===== src/rtl/accel_sequencer.sv =====
// Accelerator sequencer: streams words from data memory through a selected
// engine (encr/decr/fft) and writes each result back to the same address.
module accel_sequencer #(
  parameter int unsigned ADDR_W = 8,
  parameter int unsigned DATA_W = 16
) (
  input  logic              clk,
  input  logic              rst_n,
  input  logic              encr_en,
  input  logic              decr_en,
  input  logic              fft_en,
  input  logic [ADDR_W-1:0] base_addr,
  input  logic [7:0]        length,
  output logic              mem_rd,
  output logic              mem_wr,
  output logic [ADDR_W-1:0] mem_addr,
  output logic [DATA_W-1:0] mem_wdata,
  input  logic [DATA_W-1:0] mem_rdata,
  output logic [1:0]        eng_sel,
  output logic              eng_in_valid,
  input  logic              eng_in_ready,
  output logic [DATA_W-1:0] eng_in_data,
  input  logic              eng_out_valid,
  input  logic [DATA_W-1:0] eng_out_data,
  output logic              busy,
  output logic              done
);

  localparam int unsigned LEN_W = 8;

  typedef enum logic [2:0] {IDLE, RD, RWAIT, SEND, EWAIT, WR, FIN} state_t;

  state_t             state, state_n;
  logic [ADDR_W-1:0]  addr, addr_n;
  logic [LEN_W-1:0]   remaining, remaining_n;
  logic [1:0]         op, op_n;
  logic [DATA_W-1:0]  operand, operand_n;
  logic [DATA_W-1:0]  result, result_n;

  // Next-state and datapath update
  always_comb begin
    state_n     = state;
    addr_n      = addr;
    remaining_n = remaining;
    op_n        = op;
    operand_n   = operand;
    result_n    = result;
    unique case (state)
      IDLE: begin
        if (encr_en || decr_en || fft_en) begin
          op_n        = encr_en ? 2'b01 : (decr_en ? 2'b10 : 2'b11);
          addr_n      = base_addr;
          remaining_n = length;
          state_n     = (length != '0) ? RD : FIN;
        end
      end
      RD:    state_n = RWAIT;
      RWAIT: begin
        operand_n = mem_rdata;
        state_n   = SEND;
      end
      SEND:  if (eng_in_valid && eng_in_ready) state_n = EWAIT;
      EWAIT: begin
        if (eng_out_valid) begin
          result_n = eng_out_data;
          state_n  = WR;
        end
      end
      WR: begin
        addr_n      = addr + ADDR_W'(1);
        remaining_n = remaining - LEN_W'(1);
        state_n     = (remaining_n == '0) ? FIN : RD;
      end
      FIN:     state_n = IDLE;
      default: state_n = IDLE;
    endcase
  end

  // State, datapath and outputs; outputs are decoded from the next state so
  // they line up with the state they belong to.
  always_ff @(posedge clk or negedge rst_n) begin
    if (!rst_n) begin
      state        <= IDLE;
      addr         <= '0;
      remaining    <= '0;
      op           <= '0;
      operand      <= '0;
      result       <= '0;
      busy         <= 1'b0;
      done         <= 1'b0;
      mem_rd       <= 1'b0;
      mem_wr       <= 1'b0;
      eng_in_valid <= 1'b0;
      eng_sel      <= 2'b00;
      mem_addr     <= '0;
      mem_wdata    <= '0;
      eng_in_data  <= '0;
    end else begin
      state        <= state_n;
      addr         <= addr_n;
      remaining    <= remaining_n;
      op           <= op_n;
      operand      <= operand_n;
      result       <= result_n;
      busy         <= (state_n != IDLE);
      done         <= (state_n == FIN);
      mem_rd       <= (state_n == RD);
      mem_wr       <= (state_n == WR);
      eng_in_valid <= (state_n == SEND);
      eng_sel      <= (state_n == IDLE || state_n == FIN) ? 2'b00 : op_n;
      if (state_n == RD || state_n == WR) mem_addr <= addr_n;
      if (state_n == WR) mem_wdata <= result_n;
      if (state_n == SEND) eng_in_data <= operand_n;
    end
  end

endmodule


===== config.mk =====
export PLATFORM = sky130hd
export DESIGN_NAME = accel_sequencer
export DESIGN_NICKNAME = d
export VERILOG_FILES = /design/src/rtl/accel_sequencer.sv
export SDC_FILE = /design/constraint.sdc
export NUM_CORES = 1
export LEC_CHECK = 0
export CAP_MARGIN = 20
export CORE_MARGIN = 5
export CORE_UTILIZATION = 40
export DETAILED_ROUTE_END_ITERATION = 6
export HOLD_SLACK_MARGIN = 0.08
export PLACE_DENSITY = 0.67
export SYNTH_ARGS = -nofsm -noshare
export SYNTH_HDL_FRONTEND = slang
export SYNTH_SLANG_ARGS = --single-unit

===== constraint.sdc =====
create_clock -name clk -period 2.7 [get_ports clk]
set_input_delay 0.405 -clock clk [delete_from_list [all_inputs] [get_ports clk]]
set_output_delay 0.405 -clock clk [all_outputs]
set_load 0.01 [all_outputs]

### Word level (Yosys, flattened, before mapping)

Cells that the tools add are included.

| cells by class | value |
|---|---|
| $add $sub $neg | 2 |
| $mul | 0 |
| divide/modulo/power cells | 0 |
| $lt $le $gt $ge | 0 |
| eq/ne operators | 10 |
| shifts and indexed selects | 0 |
| multiplexer cells | 18 |
| bitwise logic cells | 0 |
| reductions and logical operators | 12 |

Operator list:

| kind | count |
|---|---|
| $mux 16 | 3 |
| $pmux 8 s2 | 2 |
| $pmux 3 s6 | 1 |
| $mux 8 | 2 |
| $mux 3 | 5 |
| $eq 3x3->1 const B | 4 |
| $eq 3x2->1 const B | 3 |
| $add 8x1->8 const B | 1 |
| $logic_not 8->1 | 1 |
| $mux 2 | 4 |
| $reduce_bool 8->1 | 1 |
| $sub 8x1->8 const B | 1 |
| $eq 3x1->1 const B | 2 |
| $logic_not 3->1 | 2 |
| $logic_or 1x1->1 | 4 |
| $reduce_bool 3->1 | 1 |
| $ne 2x2->1 const B | 1 |
| $reduce_and 2->1 | 1 |
| $reduce_bool 2->1 | 1 |
| $logic_and 1x1->1 | 1 |
| $mux 1 | 1 |

| word-level totals | value |
|---|---|
| register bits after elaboration | 100 |
| bits in latches | 0 |
| memory bits (writable) | 0 |
| bits in read-only memories | 0 |
| input bits | 55 |
| word-level logic and storage cells | 57 |
| memories kept | 0 |

### Longest topological paths before layout

Gate-level depths: netlist of the first run.

| logic depth | value |
|---|---|
| word-level depth | 7 |
| mapped depth | 8 |

### Least setup slack after synthesis of the first run

No wires, ideal clock.

| timing path | value |
|---|---|
| path type | reg-to-reg |
| start | register remaining[0] |
| end | register mem_addr[0] |
| setup time | 0.125 ns |
| data arrival time | 2.216 ns |
| path slack | 0.358 ns |
| cell stages (with the launch flop) | 9 |
| path buffers | 1 |
| clock period less this slack | 2.342 ns |
| path through | dfrtp_1 > inv_1 > ha_1 > or3b_4 > or4_1 > nand4_2 > o211a_1 > buf_6 > mux2_4 |

| between the ends | value |
|---|---|
| longest elaborated chain between the ends | 6 |
| elaborated cells between the ends (all ways) | 7 |

RTL lines:

| what | line | text |
|---|---|---|
| start, declared | 35 | `logic [LEN_W-1:0] remaining, remaining_n;` |
| start signal, assigned | 101 | `remaining <= remaining_n;` |
| $sub 8x1->8 (*) | 71 | `remaining_n = remaining - LEN_W'(1);` |
| $logic_not 8->1 (*) | 72 | `state_n = (remaining_n == '0) ? FIN : RD;` |
| $mux 3 (*) | 72 |  |
| $pmux 3 s6 (*) | 48 | `unique case (state)` |
| $eq 3x1->1 / $eq 3x3->1 (equally long branches) | 111 | `if (state_n == RD \|\| state_n == WR) mem_addr <= addr_n;` |
| $logic_or 1x1->1 (*) | 111 |  |
| end signal, assigned | 111 |  |
| end, declared | 16 | `output logic [ADDR_W-1:0] mem_addr,` |

Every way passes the cells marked *; elsewhere a longest branch is shown, timed or not.
A chain may end at the register's enable or synchronous reset.

### Worst setup path in the final report of the first run

Ends and elaborated chain as after synthesis.

==> results of run 1 <==
-- power groups by stage --
stage | logic, uW | registers, uW | clock network, uW
final | 2560 | 2250 | 1030
after global routing | 2820 | 2340 | 1120
after CTS | 2610 | 2250 | 1070
after detailed placement | 2590 | 2270 | 0
after global placement | 2560 | 2250 | 0
after floorplan | 1430 | 2340 | 0
-- critical path: stages (launching register included) --
cell and delay, ns:
dfrtp_1 0.40, inv_1 0.11, ha_1 0.22, or3b_4 0.41, or4_1 0.45, nand4_2 0.12
o211a_2 0.40, mux2_4 0.33
-- path summary, 6_finish.rpt --
| path | startpoint | end | slack (ns) | depth (start not counted) |
|---|---|---|---|---|
| min in group asynchronous | rst_n | remaining[7] | 0.55 | 2 |
| worst max register to register | remaining[0] | mem_addr[0] | 0.14 | 7 |
| worst min-delay path | mem_wdata[2] | mem_wdata[2] | 0.48 | 2 |
| worst min register to register | mem_wdata[2] | mem_wdata[2] | 0.48 | 2 |
| worst max-delay path | remaining[0] | mem_addr[0] | 0.14 | 7 |
| max in group asynchronous | rst_n | mem_wdata[7] | 1.53 | 3 |
-- routing by layer --
metal / up-vias / global-route usage, %
li1: 1373 / -
met1: 1334 / 20.1
met2: 69 / 26.9
met3: 4 / 5.18
met4: 0 / 5.21
met5: - / 0
-- what timing repair did --
item                                   CTS  global route
endpoints found under the hold margin   35             0
hold buffers                             1             0
gates resized for setup                  0             1
setup endpoints to repair                0             8
-- cell families after synthesis --
group                      count (synthesis)  share of synthesized area [%]
adders and majority gates                  3                           1.04
AOI/OAI and AO/OA                         42                           8.73
muxes                                     24                           8.28
DFF                                       84                           58.0
and+or+nand+nor                          163                           20.5
xor gates and xnor gates                   2                          0.483
buffers and inverters                     18                           2.97
-- sequential cells by signal, indices dropped and copies added, names as in the netlist --
name and count:
eng_in_data 16, mem_wdata 16, operand 16, addr 8, mem_addr 8, remaining 8, state 3, eng_sel 2
op 2, busy 1, done 1, eng_in_valid 1, mem_rd 1, mem_wr 1
-- cell usage after synthesis, types with 3 or more instances --
cell type and number:
nand2_1 111, or4_1 3, mux2_2 16, nor3_1 5, a22oi_1 4, nor2_1 11
clkbuf_1 7, o21ai_0 7, a221o_1 7, nand3_1 4, nand2b_1 4, buf_6 5
and3_1 3, dfrtp_1 84, mux2_4 8, nor2b_1 3, ha_1 3, a21oi_1 7
-- final cells by class --
class | instances | area [sq um] | share of cell area [%]
Timing Repair Buffer | 111 | 1100 | 22.0
Tap cell | 108 | 135 | 2.71
Sequential cell | 84 | 2100 | 42.1
Multi-Input combinational cell | 234 | 1420 | 28.3
Inverter | 4 | 15.0 | 0.301
Clock inverter | 7 | 105 | 2.10
Clock buffer | 9 | 124 | 2.48
-- metrics by stage --
| stage | util (%) | cells |
|---|---|---|
| 6_report | 57.0 | 557 |
| 3_5_place_dp | 54.3 | 540 |
| 5_1_grt | 57.0 | 557 |
| 4_1_cts | 57.0 | 557 |
| 3_3_place_gp | 54.3 | 540 |
| 2_1_floorplan | - | 336 |
==> reports/qor.yml, run 1 <==
wire_per_inst_microns: 15.6
hold_class: "flop to flop"
final.fill_count: 775
worstSetupPathType: "flop to flop"
syn2layout_area_growth_pct: 37.8
num_vias: 2780
synth_top_area_share_pct: 58.0
rsz0062_at_grt: "false"
core_area_sq_mm: 0.00876
gp_congestion: 0.771
cts_sinks: 84
total_power_uw: 5840
pwr-share-seq_pct: 38.5
p_comb_share_pct: 43.8
vdd_ir_drop_max_mv: 0.597
ys_warn_count: 0
first_pass_iters: 4
die_w_microns: 105
syn_avg_cell_area_sq_um: 10.8
setup_violations: 0
die_y_microns: 105
fin_crit_sh_pct: 94.7
slew_viol_final: 0
dpl_cell_area_sq_mm: 0.00476
dpl.hpwl_microns: 6190
worstPathArrival_ns: 2.79
syn_nets: 394
final_cell_mix: "nand2_1, clkdlybuf4s50_1, dfrtp_1"
clk_pin_slew_ns: 0.09
leakagePower_uw: 0.00225
first_global_vias: 2896
synth_area_sq_mm: 0.00362
drtIter0Drc: 96
finClkSkew_ns: 0.0113
final_area_sq_mm: 0.00499
numCtsBuffers: 9
cts_tree: "done"
drive_gt1_share_pct: 14.0
place_ws_ns: 0.0104
num_rows: 34
path_max_fanout: 9
postCtsSetupRepairBufs: 0
endpoint_kind: "flop"
cts.root.buffer_cell: "clkbuf_8"
wirelength_microns: 8670
clock_latency_ns: 0.36
async_flop_share_pct: 100
slew_headroom_pct: 63.6
pwr-share-clk_pct: 17.6
setup_tns_ns: 0
avgViaCountPerCell: 4.99
syn_inst: 336
ioPinCount: 102
start_util_pct: 41.4
worstPathRequired_ns: 2.93
start_kind: "flop"
pwr_density_cell_mw_per_mm2: 1170
fin_hold_ws_ns: 0.479
ys_ff_latch: 84
overflow: 0
period_minus_slack_ns: 2.56
final_common_cell: "nand2_1"
grt_pass1_wl_microns: 14500
grt_max_degree: 50
h-tree-depth: 3
cts_max_path_buffers: 2
p_switching_uw: 2040
max_freq_mhz: 391
drc: 0
nets: 502
yosysSeqAreaShare_pct: 58.0
setup_ws_ns: 0.143
die_area_sq_mm: 0.0111
maxCapViolations: 0
routedLengthMet1_microns: 3730
num_antenna_cells: 0
grt_antenna_before_repair: 0
top_layer: "met4"
status: "finished, final reports clean"
io_buffers: 101
p_int_uw: 3800
synth.area.top_cells: "dfrtp_1, nand2_1, mux2_2"
wl_met2_microns: 4380
final_antenna_net_count: 0
track_usage_pct: 16.2
yosysTopAreaCell: "dfrtp_1"
worstMarginPinSlew_ns: 0.541
final-hold-violation-count: 0
wl_met3_microns: 491
switching_share_pct: 34.9
synth-edff-count: 0
yosysUniqueCellTypes: 55
synth_flop_cell: "dfrtp_1"
Power figures use the tool's default switching activity.
==> run 2, diff against run 1 <==
SETUP_SLACK_MARGIN = 0.5   (was default)
==> run 2 against run 1 <==
Against the previous run:
- sequential power barely moved
- die area did not move
- hold slack improved by 0.0021 ns
- fmax rose by 13%
- power rose by 2.0%
- critical endpoint is now mem_addr[7]
==> reports/qor.yml, run 2 (synthesis gave the netlist of run 1 again) <==
maxCapViolations: 0
rsz0062_at_grt: "true"
worstMarginPinSlew_ns: 0.537
cts_tree: "done"
final.fill_count: 786
fin_hold_ws_ns: 0.481
io_buffers: 101
drc: 0
cts_sinks: 84
numCtsBuffers: 9
nets: 508
setup_violations: 0
syn2layout_area_growth_pct: 40.3
max_freq_mhz: 442
drtIter0Drc: 92
final_cell_mix: "nand2_1, clkdlybuf4s50_1, dfrtp_1"
wire_per_inst_microns: 16.1
r2r_cells: 7
grt_pass1_wl_microns: 15500
cts.root.buffer_cell: "clkbuf_8"
final_antenna_net_count: 0
period_minus_slack_ns: 2.26
clk_pin_slew_ns: 0.10
first_pass_iters: 4
max_stage_delay_ns: 0.45
status: "finished, final reports clean"
final-hold-violation-count: 0
die_w_microns: 105
pwr_density_cell_mw_per_mm2: 1170
p_int_uw: 3800
avgViaCountPerCell: 5.12
cts_max_path_buffers: 2
die_area_sq_mm: 0.0111
grt_use_met2_pct: 29.2
p_switching_uw: 2160
core_area_sq_mm: 0.00876
grtUsageMet3_pct: 4.19
grt_max_degree: 47
ioPinCount: 102
switching_share_pct: 36.3
overflow: 0
grt_antenna_before_repair: 0
drive_gt1_share_pct: 16.7
num_vias: 2885
pwr-share-seq_pct: 37.8
die_y_microns: 105
final_common_cell: "nand2_1"
vdd_ir_drop_max_mv: 0.562
num_rows: 34
pwr-share-clk_pct: 16.3
start_kind: "flop"
critical_path.slowest_cell: "or4_4"
gp_congestion: 0.797
slew_viol_final: 0
hold_class: "flop to flop"
setup_tns_ns: 0
cp_cell_sequence: "inv_2 -> ha_4 -> or3b_4 -> or4_4 -> nand4_4 -> o211a_4 -> mux2_4"
clock_latency_ns: 0.36
wirelength_microns: 9050
grt-busiest-layer: "met2"
start_util_pct: 41.4
worstPathArrival_ns: 2.50
finClkSkew_ns: 0.0109
num_antenna_cells: 0
worstPathRequired_ns: 2.94
worstSetupPathType: "flop to flop"
top_regs: "eng_in_data (16), mem_wdata (16), operand (16)"
cp_num_buf_inv: 1
crit_cells: 7
holdPathStages: 2
fin_crit_sh_pct: 83.7
h-tree-depth: 3
fin_util_pct: 58.0
first_global_vias: 3181
path_max_fanout: 5
total_power_uw: 5960
leakagePower_uw: 0.00227
slew_headroom_pct: 64.2
track_usage_pct: 17.1
dpl.hpwl_microns: 6280
p_comb_share_pct: 45.9
gr-usage-met1_pct: 21.0
endpoint_kind: "flop"
crit_family: "simple AND/OR/NAND/NOR gates"
run 2: cell types whose count changed in the layout (fill, tap and decap cells not counted), sizes merged:
cell      delta
o211a        +1
bufinv       -1
inv          +2
clkinvlp     -1
buf          +5
run 2: stage by stage:
step                      cells  area [sq um]  setup slack (ns)
after CTS                   562          5060             0.461
final                       563          5090             0.439
after global placement      539          4770            0.0816
after global routing        563          5090             0.368
after floorplan             336          3650             0.446
after detailed placement    539          4770            0.0304
run 2: power groups by stage:
| stage | registers (uW) | logic [uW] | clock network, uW |
|---|---|---|---|
| final | 2250 | 2730 | 970 |
| after global routing | 2350 | 3000 | 1060 |
| after CTS | 2250 | 2740 | 1010 |
| after detailed placement | 2270 | 2640 | 0 |
| after global placement | 2250 | 2580 | 0 |
| after floorplan | 2340 | 1450 | 0 |
run 2: area by class of cell:
| type | instances | area [sq um] | share of cell area, % |
|---|---|---|---|
| tap | 108 | 135 | 2.66 |
| clock buffer | 9 | 124 | 2.44 |
| clock inverter | 7 | 87.6 | 1.72 |
| multi-input combinational | 235 | 1490 | 29.2 |
| inverter | 4 | 15.0 | 0.295 |
| timing repair buffer | 116 | 1140 | 22.3 |
| sequential | 84 | 2100 | 41.3 |
run 2: repair_timing:
item,in CTS,in global routing
resized for setup,3,4
hold buffers,1,0
setup buffers,5,1
cloned,1,0
setup endpoints to repair,9,12
endpoints found under the hold margin,38,0
run 2: metal layers:
layer  vias to the layer above  wire, microns
li1                       1385              -
met4                         0            158
met5                         -              0
met2                        80           4600
met1                      1407           3850
met3                        13            441
run 2: final timing paths:
path,start,end,slack (ns)
min,mem_wdata[5],mem_wdata[5],0.48
max reg2reg,remaining[1],mem_addr[7],0.44
min in group asynchronous,rst_n,remaining[7],0.56
max in group asynchronous,rst_n,mem_wdata[9],1.53
min reg2reg,mem_wdata[5],mem_wdata[5],0.48
max,remaining[1],mem_addr[7],0.44
run 2: worst min-delay path, stage by stage, from the launching register on:
cell and delay (ns):
dfrtp_1 0.35, nand2_1 0.05, nand2_1 0.05
